File: src/rtl/pipe_reg.sv
// pipe_reg: DEPTH-stage valid/ready register pipeline with flush and synchronous reset.
// Define PIPE_REG_OCC_EN to build the occ stage-occupancy count; otherwise occ is tied to 0.
module pipe_reg #(
   parameter int WIDTH = 32,
   parameter int DEPTH = 2,
   parameter logic [WIDTH-1:0] RST_VAL = {WIDTH{1'b0}}
) (
   input  logic clk,
   input  logic rst,
   input  logic flush,
   input  logic in_valid,
   input  logic [WIDTH-1:0] in_data,
   output logic in_ready,
   output logic out_valid,
   output logic [WIDTH-1:0] out_data,
   input  logic out_ready,
   output logic [$clog2(DEPTH+1)-1:0] occ
);
   localparam int OW = $clog2(DEPTH+1);
   logic [DEPTH-1:0] v, rdy;
   logic [WIDTH-1:0] d [DEPTH];
   // Stage i is ready when out_ready is high or any stage from i onward is empty.
   always_comb
      for (int i = 0; i < DEPTH; i++) rdy[i] = out_ready | (|(~v >> i));
   assign in_ready = rdy[0] & ~flush;
   assign out_valid = v[DEPTH-1];
   assign out_data = d[DEPTH-1];
   for (genvar s = 0; s < DEPTH; s++) begin : g_st
      logic vi, vr;
      logic [WIDTH-1:0] di, dr;
      if (s == 0) begin : g_h
         assign vi = in_valid & in_ready;
         assign di = in_data;
      end else begin : g_b
         assign vi = v[s-1];
         assign di = d[s-1];
      end
      always_ff @(posedge clk)
         if (rst) begin
            vr <= 1'b0;
            dr <= RST_VAL;
         end else begin
            if (flush) vr <= 1'b0;
            else if (rdy[s]) vr <= vi;
            if (!flush && rdy[s] && vi) dr <= di;
         end
      assign v[s] = vr;
      assign d[s] = dr;
   end
`ifdef PIPE_REG_OCC_EN
   always_comb begin
      occ = '0;
      for (int i = 0; i < DEPTH; i++) occ = occ + OW'(v[i]);
   end
`else
   assign occ = '0;
`endif
endmodule
File: config.mk
export PLATFORM = sky130hd
export DESIGN_NAME = pipe_reg
export DESIGN_NICKNAME = d
export VERILOG_FILES = /design/src/rtl/pipe_reg.sv
export SDC_FILE = /design/constraint.sdc
export NUM_CORES = 1
export LEC_CHECK = 0
export CORE_UTILIZATION = 30
export DETAILED_ROUTE_END_ITERATION = 10
export SLEW_MARGIN = 5
export SYNTH_ARGS = -nofsm -noshare
export SYNTH_HDL_FRONTEND = slang
export SYNTH_SLANG_ARGS = --single-unit
export TNS_END_PERCENT = 5
File: constraint.sdc
create_clock -name clk -period 1.1 [get_ports clk]
set_input_delay 0.275 -clock clk [delete_from_list [all_inputs] [get_ports clk]]
set_output_delay 0.275 -clock clk [all_outputs]
set_load 0.05 [all_outputs]
==> results of run 1 <==
[worst max-delay path: cells and delay by family, from the launching register on]
kind	cells	cell delay [ns]
buf+inv	1	0.17
compound gates	1	0.13
simple gates	1	0.13
flops	1	0.34
[flip-flops by register name (all words and copies together), names as in the netlist]
register and count:
out_valid 1, g_st.vr 1, g_st.dr 32, out_data 32
[layout make-up]
cell class | count | share of cell area
well taps | 108 | 0.0307
flip-flops and latches | 66 | 0.312
repair buffers | 95 | 0.315
clock buffers | 13 | 0.0383
clock inverters | 2 | 0.00795
multi-input cells | 205 | 0.296
[how the worst max path moves through the flow]
stage	from	to	slack, ns	cells past startpoint
finish	out_valid	in_ready	-0.28	3
floorplan	out_valid	in_ready	-0.27	4
CTS	out_valid	in_ready	-0.30	3
global route	out_valid	in_ready	-0.34	3
detailed placement	flush	g_st[0].dr[27]	-0.57	5
global placement	flush	g_st[0].dr[5]	-0.52	5
[metal layers]
layer,GRT usage,vias up,share of wire
li1,-,1166,-
met1,0.201,1079,0.48
met2,0.238,60,0.47
met3,0.0362,6,0.042
met4,0.0620,0,0.0082
met5,0,-,0
[through the flow]
| stage | TNS, ns | cell area [um2] | setup slack [ns] | util | instances |
|---|---|---|---|---|---|
| 3_5_place_dp | -34.53 | 3960 | -0.572 | 0.446 | 466 |
| 2_1_floorplan | -11.67 | 2840 | -0.273 | - | 301 |
| 4_1_cts | -10.73 | 4390 | -0.305 | 0.493 | 488 |
| 3_3_place_gp | -32.49 | 3960 | -0.516 | 0.446 | 466 |
| 6_report | -10.15 | 4410 | -0.284 | 0.496 | 489 |
| 5_1_grt | -15.21 | 4410 | -0.336 | 0.496 | 489 |
[cells in the final DEF (no fill, tap or decap), drive strengths merged]
cell and instances:
a21oi 35, clkdlybuf4s50 33, clkinv 1, nor2 1
mux2i 32, nor3 2, bufinv 1, dfxtp 66
or2b 1, nand2b 66, conb 2, nand3 32
clkbuf 13, buf 60, nor2b 2, o21ai 32
dlygate4sd2 2
[power breakdown]
group | leakage, nW | switching, mW | internal [mW]
clock network | 0.106 | 0.869 | 1.22
registers | 0.555 | 0.0416 | 2.45
logic | 0.932 | 0.257 | 0.343
total | 1.59 | 1.17 | 4.01
[repair_timing]
action	CTS	global route
gates resized for setup	73	8
buffers inserted	4	1
cloned	3	0
hold buffers	0	0
setup endpoints to repair	100	100
pin swaps	5	5
[cell families after synthesis]
kind of cell           Yosys count  share of synthesized area
AOI/OAI and AO/OA               67                      0.124
muxes                           32                      0.114
other                            1                    0.00134
and+or+nand+nor                104                      0.216
buffers and inverters           30                     0.0732
DFF                             66                      0.471
==> flow_summary.ini, run 1 <==
[sta]
grt_setup_unrepaired = true
hold_slack_ns = 0.320
fin_skew_ns = 0.0110
fmax_mhz = 722
finalHoldViolCount = 0
setup_viol = 76
setup_ws_ns = -0.284
finalMaxSlewViolations = 0
min_period_ns = 1.38
timing.final.crit_share = 1.26

[place]
place.gp.congestion = 0.761
hpwl_mm = 4.51
port_buffers = 70

[floorplan]
core_um2 = 8890
pin_count = 73
die_height_um = 98.7
die_area_um2 = 9740
num_rows = 34
start_util = 0.315
die_w_um = 98.7

[setup_path]
reg2reg_slack_ns = -0.26
cp_slowest_stage_delay_ns = 0.34
cpMaxStageDelayCell = dfxtp_4
cp_max_fo = 2
critPathArrivalTime_ns = 1.11
cp-start-kind = flip-flop
path_cells = nor2b_4, a21oi_4, buf_6
crit_path_end_kind = output pin
crit_required_ns = 0.82
path_class = reg2out
timing.rr.end = g_st[0].dr[13]
r2r_cells = 6
r2r_start = out_valid

[layout]
multi_input_comb_area_um2 = 1310
drive_gt1_frac = 0.297
fillers = 829
final-seq-area_um2 = 1380
area_growth_pct = 57.2
fin_nets = 414
antenna_cells = 0

[cts]
cts_buffers = 9
numClockSinks = 66
clk_pin_slew_worst_paths_ns = 0.08
cts_tree = done
clock_latency_ns = 0.34
htreeDepth = 3
clock_path_buffers = 2
clock_tree.root_cell = clkbuf_8

[logic_synthesis]
synth_area_leaders = dfxtp_1, nand2b_1, mux2i_1
yosysTopAreaCellShare = 0.471
synth_area_leader_cell = dfxtp_1
synth_area_per_cell_um2 = 9.35
syn_inst = 300
ys_warn_count = 0
synth_edf_count = 0
synth_commonest_cells = dfxtp_1, nand2b_1, a21oi_1
async_flop_share = 0
synth_top_flop_cell = dfxtp_1
synth.cell_area_um2 = 2800
synth-seq-area-share = 0.471
synth_cell_types = 18
ys_ff_latch = 66

[global_routing]
grt_pass1_vias = 2352
grt_overflow = 0
track_usage = 0.152
grt_pass1_wl_mm = 11.5
antenna_found_initial = 0
grt_max_degree = 56

[hold_path]
hold_end = out_valid
min_from = flush
worstHoldPathCells = 2
worstHoldPathType = in2reg

[power]
p_total_mw = 5.18
ir_worst_vdd_v = 0.000674
leakage_nw = 1.59
power.density_nw_per_um2 = 1170

[drt]
wl_per_cell_um = 14.1
vias_per_cell = 4.73
drc = 0
routed_wl_mm = 6.91
drt_first_pass_iters = 4
drt_first_iter_violations = 69
antenna_left = 0
vias = 2311

[outcome]
failed_checks = negative setup slack
status = complete, but fails checks

[run]
drv_cap = 0
Note: power is estimated with default switching activity, not from simulation.
==> run 2: changes to the inputs <==
- RECOVER_POWER: unset -> 100
==> results of run 2 <==
The final DEF is identical to that of run 1; final timing and power are the same.
==> run 3: changes to the inputs <==
- CORE_ASPECT_RATIO: unset -> 1.75
- DONT_BUFFER_PORTS: unset -> 1
==> run 3 against run 2 <==
- the flow still finishes with violations (negative setup slack)
- combinational power down 37%
- sequential cell count unchanged
- die area up 0.16%
- non-clock buffer count down 41
- clock power up 35%
- critical endpoint unchanged
- total power up 10%
- register-to-register slack worse by 0.05 ns
- sequential power about the same
==> flow_summary.ini, run 3 (synthesized netlist as in run 1, its figures left out) <==
[setup_path]
critPathArrivalTime_ns = 1.19
cpMaxStageDelayCell = dfxtp_4
cp-start-kind = flip-flop
path_class = reg2out
cp_common_cell = buf_12
reg2reg_slack_ns = -0.31
cp_slowest_stage_delay_ns = 0.34
critical-path-top-delay-family = flip-flops
crit_path_end_kind = output pin
path_buf_inv = 2
crit_required_ns = 0.82
path_cells = nor2b_4, buf_12, a21oi_4, buf_12
cp_max_fo = 2

[sta]
setup_viol = 66
fin_tns_setup_ns = -15.30
hold_slack_ns = 0.0179
fin_skew_ns = 0.00537
worstMarginPinSlew_ns = 0.642
finalHoldViolCount = 0
setup_ws_ns = -0.364
timing.final.crit_share = 1.33
grt_setup_unrepaired = true
finalMaxSlewViolations = 0
fmax_mhz = 683
relSlewSlack = 0.571
min_period_ns = 1.46

[global_routing]
grt_max_degree = 94
grt_overflow = 0
antenna_found_initial = 0
grt_pass1_vias = 2135
grt_pass1_wl_mm = 10.8
track_usage = 0.152

[drt]
drt_first_pass_iters = 4
vias_per_cell = 4.80
antenna_left = 0
vias = 2214
routed_wl_mm = 7.04
drc = 0
wl_per_cell_um = 15.3
drt_first_iter_violations = 84

[layout]
design_area_um2 = 3990
drive_gt1_frac = 0.334
stdcell_count = 461
area_growth_pct = 42.4
final_cell_mix = nand2b_1, dfxtp_2, mux2i_1, dfxtp_1, nand3_1
final_common_cell = nand2b_1
antenna_cells = 0
fin_nets = 373
fillers = 928

[place]
dp_cells = 437
hpwl_mm = 4.12
place_area_um2 = 3200
place.gp.congestion = 0.736
port_buffers = 0

[cts]
clk_pin_slew_worst_paths_ns = 0.05
numClockSinks = 66
clock_tree.root_cell = clkbuf_16
clock_latency_ns = 0.32
clock_path_buffers = 2
cts_tree = done
cts_buffers = 9
htreeDepth = 3

[power]
power.density_nw_per_um2 = 1430
ir_worst_vdd_v = 0.000828
leakage_nw = 1.45

[outcome]
failed_checks = negative setup slack
status = complete, but fails checks

[floorplan]
core_um2 = 9090
start_util = 0.308
pin_count = 73
num_rows = 46
die_height_um = 130
die_w_um = 75.1
die_area_um2 = 9750

[hold_path]
worstHoldPathType = in2reg

[run]
drv_cap = 0
run 3: where the power goes:
group | switching [mW] | leakage [nW] | internal, mW | total [mW]
clock network | 0.955 | 0.147 | 1.87 | 2.83
registers | 0.0417 | 0.554 | 2.46 | 2.51
logic | 0.190 | 0.746 | 0.190 | 0.380
run 3: worst register-to-register path, stage by stage (launching register included):
cell and delay (ns):
dfxtp_4 0.34, buf_4 0.12, buf_6 0.10, buf_6 0.11
or2b_4 0.29, buf_12 0.16, nand3_1 0.09, a21oi_1 0.13
run 3: timing repair:
action                                 CTS  global route
pin swaps                                2             2
cloned                                   3             0
setup buffers                            3             0
endpoints found under the hold margin    6             9
setup endpoints to repair               98            98
hold buffers                             1             1
gates resized for setup                 89            29
run 3: final cells by class:
class | instances | area (um2) | share of cell area
clock buffer | 14 | 264 | 0.0661
clock inverter | 2 | 35.0 | 0.00877
multi-input combinational | 205 | 1360 | 0.340
sequential | 66 | 1370 | 0.342
tap | 120 | 150 | 0.0376
timing repair buffer | 54 | 820 | 0.205
run 3: metal layers:
metal  GRT usage  wire length, um  share of wire
met3      0.0394              264          0.038
met5           0                0              0
met2       0.250             3650           0.52
met4      0.0866              161          0.023
met1       0.176             2970           0.42
run 3: final timing paths:
path                  startpoint           end  depth (start not counted)
hold / removal             flush     out_valid                          1
setup reg to reg       out_valid  out_data[17]                          7
hold reg to reg   g_st[0].dr[25]  out_data[25]                          2
setup / recovery       out_valid      in_ready                          4
run 3: metrics by stage:
step / power, mW / worst slack, ns / utilization
finish: 5.71 / -0.364 / 0.439
global route: 5.95 / -0.402 / 0.439
CTS: 5.77 / -0.382 / 0.425
detailed placement: 2.88 / -0.154 / 0.352
global placement: 2.87 / -0.112 / 0.352
floorplan: 2.85 / -0.273 / -
